===== config.mk =====
export PLATFORM = sky130hd
export DESIGN_NAME = bp_be_hazard_tracker
export DESIGN_NICKNAME = d
export VERILOG_FILES = /design/src/rtl/bp_be_hazard_tracker_pkg.sv /design/src/rtl/bp_be_hazard_tracker_scoreboard.sv /design/src/rtl/bp_be_hazard_tracker.sv
export SDC_FILE = /design/constraint.sdc
export NUM_CORES = 1
export LEC_CHECK = 0
export CORE_UTILIZATION = 35
export DETAILED_ROUTE_END_ITERATION = 6
export PLACE_DENSITY = 0.64
export SYNTH_ARGS = -nofsm -noshare
export SYNTH_HDL_FRONTEND = slang
export SYNTH_SLANG_ARGS = --single-unit

===== constraint.sdc =====
create_clock -name clk_i -period 8.3 [get_ports clk_i]
set_input_delay 2.49 -clock clk_i [delete_from_list [all_inputs] [get_ports clk_i]]
set_output_delay 2.49 -clock clk_i [all_outputs]
set_load 0.01 [all_outputs]

===== src/rtl/bp_be_hazard_tracker_pkg.sv =====
// Shared types and default parameters for the BE issue-stage hazard tracker.
// Optional feature macro used by the tracker: BP_BE_HAZARD_TRACKER_PERF_EN.
package bp_be_pkg;

  localparam int bp_be_depth_gp      = 4;
  localparam int bp_be_num_pipes_gp  = 6;
  localparam int bp_be_num_rf_gp     = 2;
  localparam int bp_be_num_rs_gp     = 3;
  localparam int bp_be_reg_addr_w_gp = 5;
  localparam int bp_be_rf_sel_w_gp   = (bp_be_num_rf_gp > 1) ? $clog2(bp_be_num_rf_gp) : 1;

  // Pipe p's forwarding latency lives in nibble p (pipe 0 in the low nibble).
  localparam logic [4*bp_be_num_pipes_gp-1:0] bp_be_ready_stage_gp =
    {4'd5, 4'd3, 4'd3, 4'd2, 4'd1, 4'd1};

  typedef enum logic [1:0] {
    e_haz_data_bit   = 2'd0,
    e_haz_sb_bit     = 2'd1,
    e_haz_ctrl_bit   = 2'd2,
    e_haz_struct_bit = 2'd3
  } bp_be_haz_cause_e;

  typedef enum logic {
    e_fence_idle  = 1'b0,
    e_fence_drain = 1'b1
  } bp_be_fence_state_e;

  typedef struct packed {
    logic                           v;
    logic [bp_be_num_pipes_gp-1:0]  pipe;
    logic                           rd_w;
    logic [bp_be_rf_sel_w_gp-1:0]   rf;
    logic [bp_be_reg_addr_w_gp-1:0] rd;
    logic                           mem;
  } bp_be_haz_dep_entry_s;

endpackage


===== src/rtl/bp_be_hazard_tracker_scoreboard.sv =====
// One register file's busy-bit scoreboard for long-latency writers, with
// num_rs_p source read ports plus a destination (WAW) read port.
module bp_be_hazard_scoreboard #(
  parameter int num_rs_p         = 3,
  parameter int reg_addr_width_p = 5,
  parameter bit zero_reg_p       = 1'b1
) (
  input  logic                                 clk_i,
  input  logic                                 reset_i,
  input  logic                                 set_v_i,
  input  logic [reg_addr_width_p-1:0]          set_addr_i,
  input  logic                                 clr_v_i,
  input  logic [reg_addr_width_p-1:0]          clr_addr_i,
  input  logic [num_rs_p-1:0]                  rs_v_i,
  input  logic [num_rs_p*reg_addr_width_p-1:0] rs_addr_i,
  input  logic                                 rd_v_i,
  input  logic [reg_addr_width_p-1:0]          rd_addr_i,
  output logic                                 hit_o
);

  localparam int num_regs_lp = 1 << reg_addr_width_p;

  logic [num_regs_lp-1:0] busy_q, busy_d, visible;

  // Set is applied after clear so a same-cycle set/clear of one register stays busy.
  always_comb begin
    busy_d = busy_q;
    if (clr_v_i) busy_d[clr_addr_i] = 1'b0;
    if (set_v_i) busy_d[set_addr_i] = 1'b1;
  end

  always_ff @(posedge clk_i or posedge reset_i) begin
    if (reset_i) busy_q <= '0;
    else         busy_q <= busy_d;
  end

  assign visible = zero_reg_p ? {busy_q[num_regs_lp-1:1], 1'b0} : busy_q;

  always_comb begin
    hit_o = rd_v_i & visible[rd_addr_i];
    for (int s = 0; s < num_rs_p; s++) begin
      hit_o = hit_o | (rs_v_i[s] & visible[rs_addr_i[s*reg_addr_width_p +: reg_addr_width_p]]);
    end
  end

endmodule


===== src/rtl/bp_be_hazard_tracker.sv =====
// Issue-stage hazard tracker: dependency shift register, late-writer scoreboards,
// fence-drain FSM. Optional macro BP_BE_HAZARD_TRACKER_PERF_EN adds stall counters.
module bp_be_hazard_tracker
  import bp_be_pkg::*;
#(
  parameter int                          depth_p          = bp_be_depth_gp,
  parameter int                          num_pipes_p      = bp_be_num_pipes_gp,
  parameter logic [4*num_pipes_p-1:0]    ready_stage_p    = bp_be_ready_stage_gp,
  parameter int                          num_rf_p         = bp_be_num_rf_gp,
  parameter int                          num_rs_p         = bp_be_num_rs_gp,
  parameter int                          reg_addr_width_p = bp_be_reg_addr_w_gp,
  parameter int                          rf_sel_w         = (num_rf_p > 1) ? $clog2(num_rf_p) : 1
) (
  input  logic                                 clk_i,
  input  logic                                 reset_i,
  input  logic                                 freeze_i,
  input  logic [num_rs_p-1:0]                  issue_rs_v_i,
  input  logic [num_rs_p*rf_sel_w-1:0]         issue_rs_rf_i,
  input  logic [num_rs_p*reg_addr_width_p-1:0] issue_rs_addr_i,
  input  logic                                 issue_rd_v_i,
  input  logic [rf_sel_w-1:0]                  issue_rd_rf_i,
  input  logic [reg_addr_width_p-1:0]          issue_rd_addr_i,
  input  logic                                 issue_fence_i,
  input  logic                                 issue_mem_i,
  input  logic                                 issue_long_i,
  input  logic                                 dispatch_v_i,
  input  logic [num_pipes_p-1:0]               dispatch_pipe_i,
  input  logic                                 dispatch_rd_w_i,
  input  logic                                 dispatch_late_i,
  input  logic                                 dispatch_mem_i,
  input  logic [rf_sel_w-1:0]                  dispatch_rd_rf_i,
  input  logic [reg_addr_width_p-1:0]          dispatch_rd_addr_i,
  input  logic [num_rf_p-1:0]                  clear_v_i,
  input  logic [num_rf_p*reg_addr_width_p-1:0] clear_addr_i,
  input  logic                                 credits_empty_i,
  input  logic                                 mem_ready_i,
  input  logic                                 long_ready_i,
  output logic                                 dispatch_ok_o,
  output logic [3:0]                           haz_cause_o,
  output logic                                 drain_o
`ifdef BP_BE_HAZARD_TRACKER_PERF_EN
  ,
  output logic [4*32-1:0]                      stall_cnt_o
`endif
);

  function automatic logic [3:0] pipe_ready(input logic [num_pipes_p-1:0] pipe);
    logic [3:0] r;
    r = '0;
    for (int p = 0; p < num_pipes_p; p++) begin
      if (pipe[p]) r = r | ready_stage_p[4*p +: 4];
    end
    return r;
  endfunction

  // Dependency shift register; dep_q[0] holds the instruction dispatched last cycle.
  bp_be_haz_dep_entry_s dep_q [depth_p];
  bp_be_haz_dep_entry_s dep_in;

  always_comb begin
    dep_in = '0;
    if (dispatch_v_i) begin
      dep_in.v    = 1'b1;
      dep_in.pipe = dispatch_pipe_i;
      dep_in.rd_w = dispatch_rd_w_i;
      dep_in.rf   = dispatch_rd_rf_i;
      dep_in.rd   = dispatch_rd_addr_i;
      dep_in.mem  = dispatch_mem_i;
    end
  end

  always_ff @(posedge clk_i or posedge reset_i) begin
    if (reset_i) begin
      for (int i = 0; i < depth_p; i++) dep_q[i] <= '0;
    end else begin
      dep_q[0] <= dep_in;
      for (int i = 1; i < depth_p; i++) dep_q[i] <= dep_q[i-1];
    end
  end

  logic [rf_sel_w-1:0]         rs_rf   [num_rs_p];
  logic [reg_addr_width_p-1:0] rs_addr [num_rs_p];
  logic [num_rs_p-1:0]         rs_zero;

  for (genvar s = 0; s < num_rs_p; s++) begin : g_src
    assign rs_rf[s]   = issue_rs_rf_i[s*rf_sel_w +: rf_sel_w];
    assign rs_addr[s] = issue_rs_addr_i[s*reg_addr_width_p +: reg_addr_width_p];
    assign rs_zero[s] = (rs_rf[s] == '0) && (rs_addr[s] == '0);
  end

  // A writer blocks a reader only until its pipe's result reaches the bypass network.
  logic data_haz;
  always_comb begin
    data_haz = 1'b0;
    for (int s = 0; s < num_rs_p; s++) begin
      for (int i = 0; i < depth_p; i++) begin
        if (issue_rs_v_i[s] && !rs_zero[s] && dep_q[i].v && dep_q[i].rd_w
            && (dep_q[i].rf == rs_rf[s]) && (dep_q[i].rd == rs_addr[s])
            && ((i + 1) < int'(pipe_ready(dep_q[i].pipe)))) begin
          data_haz = 1'b1;
        end
      end
    end
  end

  logic                sb_set;
  logic [num_rf_p-1:0] sb_hit;

  assign sb_set = dispatch_v_i & dispatch_late_i & dispatch_rd_w_i;

  for (genvar r = 0; r < num_rf_p; r++) begin : g_sb
    logic [num_rs_p-1:0] rs_v;
    for (genvar s = 0; s < num_rs_p; s++) begin : g_rs
      assign rs_v[s] = issue_rs_v_i[s] & (rs_rf[s] == rf_sel_w'(r));
    end

    bp_be_hazard_scoreboard #(
      .num_rs_p         (num_rs_p),
      .reg_addr_width_p (reg_addr_width_p),
      .zero_reg_p       (r == 0)
    ) u_sb (
      .clk_i      (clk_i),
      .reset_i    (reset_i),
      .set_v_i    (sb_set & (dispatch_rd_rf_i == rf_sel_w'(r))),
      .set_addr_i (dispatch_rd_addr_i),
      .clr_v_i    (clear_v_i[r]),
      .clr_addr_i (clear_addr_i[r*reg_addr_width_p +: reg_addr_width_p]),
      .rs_v_i     (rs_v),
      .rs_addr_i  (issue_rs_addr_i),
      .rd_v_i     (issue_rd_v_i & (issue_rd_rf_i == rf_sel_w'(r))),
      .rd_addr_i  (issue_rd_addr_i),
      .hit_o      (sb_hit[r])
    );
  end

  logic young_v, mem_in_flight, drained;
  always_comb begin
    young_v       = 1'b0;
    mem_in_flight = 1'b0;
    for (int i = 0; i < depth_p; i++) begin
      if (i < depth_p - 1) young_v = young_v | dep_q[i].v;
      mem_in_flight = mem_in_flight | (dep_q[i].v & dep_q[i].mem);
    end
  end

  assign drained = credits_empty_i & ~mem_in_flight & mem_ready_i;

  bp_be_fence_state_e state_q;
  logic               drain_q;

  always_ff @(posedge clk_i or posedge reset_i) begin
    if (reset_i) begin
      state_q <= e_fence_idle;
      drain_q <= 1'b0;
    end else begin
      case (state_q)
        e_fence_idle: if (issue_fence_i && !drained) begin
          state_q <= e_fence_drain;
          drain_q <= 1'b1;
        end
        e_fence_drain: if (drained) begin
          state_q <= e_fence_idle;
          drain_q <= 1'b0;
        end
        default: begin
          state_q <= e_fence_idle;
          drain_q <= 1'b0;
        end
      endcase
    end
  end

  assign drain_o = drain_q;

  // Reset behaves like freeze for dispatch but reports no cause.
  logic [3:0] cause;
  always_comb begin
    cause                   = '0;
    cause[e_haz_data_bit]   = data_haz;
    cause[e_haz_sb_bit]     = |sb_hit;
    cause[e_haz_ctrl_bit]   = (issue_long_i & young_v)
                            | (issue_fence_i & ((state_q != e_fence_idle) | ~drained));
    cause[e_haz_struct_bit] = freeze_i | (issue_mem_i & ~mem_ready_i)
                            | (issue_long_i & ~long_ready_i);
    if (reset_i) cause = '0;
  end

  assign haz_cause_o   = cause;
  assign dispatch_ok_o = ~reset_i & ~|cause;

`ifdef BP_BE_HAZARD_TRACKER_PERF_EN
  logic [3:0][31:0] stall_cnt_q;
  logic             any_issue;

  assign any_issue = |issue_rs_v_i | issue_rd_v_i | issue_fence_i | issue_mem_i | issue_long_i;

  always_ff @(posedge clk_i or posedge reset_i) begin
    if (reset_i) begin
      stall_cnt_q <= '0;
    end else begin
      for (int b = 0; b < 4; b++) begin
        if (cause[b] && any_issue && (stall_cnt_q[b] != '1)) stall_cnt_q[b] <= stall_cnt_q[b] + 32'd1;
      end
    end
  end

  assign stall_cnt_o = stall_cnt_q;
`endif

endmodule


==> run metrics <==
period utilization=0.985; Core Util, Final=0.443; GRT Overall Usage=0.233; vias in the first global route=between 6,000 and 7,000; wire per inst=roughly 23 um; Worst EP required=5.81 ns; status=finished, final reports clean; Yosys top cell area share=0.398; syn nets=between 700 and 800; Tot Pwr=between 1.5 and 2 mW; Fin Setup TNS=0 ns; Hold Vio Cnt, Final=0; kind of start point of the critical path=primary input; Commonest cells post-synth=o21ai_0 (135), dfrtp_1 (115), mux4_2 (52); Hold Crit Class=register to register; number of primary I/O pins=slightly above 70; CTS Buf Count=17; RR Endpoint=drain_o; worst-path cell chain=clkdlybuf4s50_1, buf_12, mux4_2, mux2_2, a2111oi_0, nor4b_1, nor4_2, buf_4, and4_1, clkdlybuf4s50_1; layout cells sized above 1=0.176; maximum clock frequency=~120 MHz; setup bufs post-CTS=0; Slew @ Worst Pin=roughly 0.74 ns; Synth cell types=55; clk_lat worst skew=0.42 ns; slowest stage delay, CP=between 0.5 and 0.6 ns; cells on worst reg2reg path=4; Port Buffers=70; Worst EP arrival=~5.7 ns; TritonRoute pass-1 iters=5; worst-path fanout max=11; Hold Path Cell Cnt=0; Die Span X=approximately 150 um; Routed Antenna Nets=0; synthesized area per cell=11.1 um2; Die H=around 150 um; CP top delay family=buffers and inverters; Setup crit end kind=primary output; hold_ws=around 0.34 ns; final worst-path setup slack=roughly 0.12 ns; via/cell ratio=6.10; peak supply drop=0.000128 V; Area contributors post-synth=dfrtp_1 (40%), mux4_2 (16%), o21ai_0 (9.4%); largest net degree at the start of global routing=60; total wire length=between 20,000 and 25,000 um; MaxCap Viol Count=0; #FFs+latches synth=between 100 and 150; Non-Filler Instances=between 1,000 and 1,500; total number of vias=6,214; Post-Syn Area=between 0.007 and 0.008 mm2; Max clock buf depth=2; LEAKAGE=roughly 3.6 nW; worst path bufs/invs=4; DP Cell Count=a little under 1,000; pwr dens=~190 mW/mm2; sequential fraction of the synthesis area=0.398; Iter 0 DRT Violations=888; Core ar.=0.0202 mm2; worst reg2reg startpoint=dep_q[59]; dpl ws=roughly 0.056 ns; Syn Inst Count=between 600 and 700; most frequent cell after synthesis=o21ai_0; DRC Markers=0; Slew HR=0.504; Synth area leader=dfrtp_1; FF-to-FF setup slack=6.87 ns; Hold Crit Endpoint=dep_q[39]; top_reg_cell synth=dfrtp_1; Slowest cell on crit path=clkdlybuf4s50_1; RSZ-0062 raised after global routing=no; final setup vio count=0; post-DP HPWL=~17,000 um; first-pass GRT wire length=approximately 37,000 um; clock transition at the registers of the reported paths=0.05 ns; Synth-to-Final Area Change=24.1%; Rows=52; Yosys warning count=0; TritonCTS clock tree=yes; design area=0.00896 mm2; Post-synth EDFFs=0; initial antenna violation count=0; Crit Path Category=primary input to primary output; number of fill cells in the layout=approximately 1,900; final-report max-slew violation count=0; overflow left after global routing=0; fin nets=about 800; fin crit period=a little over 8 ns; clk sinks=around 120; Setup Skew=0.00770 ns; ANT cells=0; root buf cell=clkbuf_16; H-tree depth=4; Async SR Flop Fraction=1.00; GPL Wtd Cong=0.918; dpl cell area=~0.0084 mm2; initial core utilization=0.357; Most Frequent Cell on Critical Path=clkdlybuf4s50_1; Hold Startpoint=dep_q[54]; Die ar.=0.0212 mm2
[kinds of logic (layout without fill, tap and decap cells)]
family | after synthesis | in the layout | share of synthesized area
xor gates and xnor gates | 72 | 72 | 0.0873
muxes | 86 | 86 | 0.221
buffers and inverters | 45 | 141 | 0.0293
AOI/OAI and AO/OA | 179 | 179 | 0.141
DFF | 115 | 115 | 0.398
and+or+nand+nor | 155 | 155 | 0.123
[routing by layer]
| metal | global-route usage | part of all wire | up-vias |
|---|---|---|---|
| met1 | 0.314 | 0.41 | 3085 |
| met2 | 0.363 | 0.47 | 404 |
| met3 | 0.0455 | 0.088 | 61 |
| li1 | - | - | 2664 |
| met4 | 0.104 | 0.035 | 0 |
| met5 | 0 | 0 | - |
[state kept, by name, indices dropped and copies added, names as in the netlist]
signal,count
g_sb.u_sb.busy_q,63
dep_q,50
drain_o,1
state_q,1
[placed cells by master, fill, tap and decap left out, drive strengths merged, types with 3 or more instances in the layout]
cell type	synthesis	layout
o21ai	136	136
dfrtp	115	115
clkdlybuf4s50	0	66
mux4	57	57
xor2	49	49
buf	20	34
nand2	24	24
xnor2	23	23
mux2i	23	23
nor2	19	19
clkbuf	17	19
nand3	17	17
and2	15	15
nand3b	14	14
nor4	14	14
nor2b	13	13
nand4	10	10
inv	8	8
nor3	7	7
or3b	6	6
a21oi	6	6
mux2	6	6
clkinv	0	6
a221oi	5	5
a2111oi	4	4
a22oi	4	4
bufinv	0	4
and3	3	3
or3	3	3
or4	3	3
a211o	3	3
a311oi	3	3
dlymetal6s2s	0	3
[final cells by class]
| class | count | area (um2) | share of cell area |
|---|---|---|---|
| flip-flops and latches | 115 | 2880 | 0.321 |
| well taps | 270 | 338 | 0.0377 |
| inverters | 8 | 32.5 | 0.00363 |
| multi-input cells | 492 | 4140 | 0.461 |
| clock buffers | 19 | 443 | 0.0494 |
| repair buffers | 103 | 976 | 0.109 |
| clock inverters | 11 | 161 | 0.0180 |
[power breakdown]
group | internal [mW] | switching (mW) | leakage (nW)
registers | 0.597 | 0.0528 | 1.52
clock network | 0.503 | 0.254 | 0.298
logic | 0.135 | 0.131 | 1.82
total | 1.24 | 0.437 | 3.65
[what timing repair did]
| action | 4_1_cts | 5_1_grt |
|---|---|---|
| gates resized for setup | 0 | 3 |
| endpoints found under the setup margin | 0 | 1 |
| hold buffers | 0 | 0 |
[how the worst max path moves through the flow]
stage | startpoint | to | cells past startpoint
2_1_floorplan | issue_rs_addr_i[11] | dispatch_ok_o | 8
3_3_place_gp | issue_rd_addr_i[1] | dispatch_ok_o | 11
3_5_place_dp | issue_rd_addr_i[1] | dispatch_ok_o | 11
4_1_cts | issue_rd_addr_i[1] | dispatch_ok_o | 11
5_1_grt | issue_rd_addr_i[2] | dispatch_ok_o | 10
6_report | issue_rs_addr_i[0] | dispatch_ok_o | 10
(Power assumes the default switching activity.)
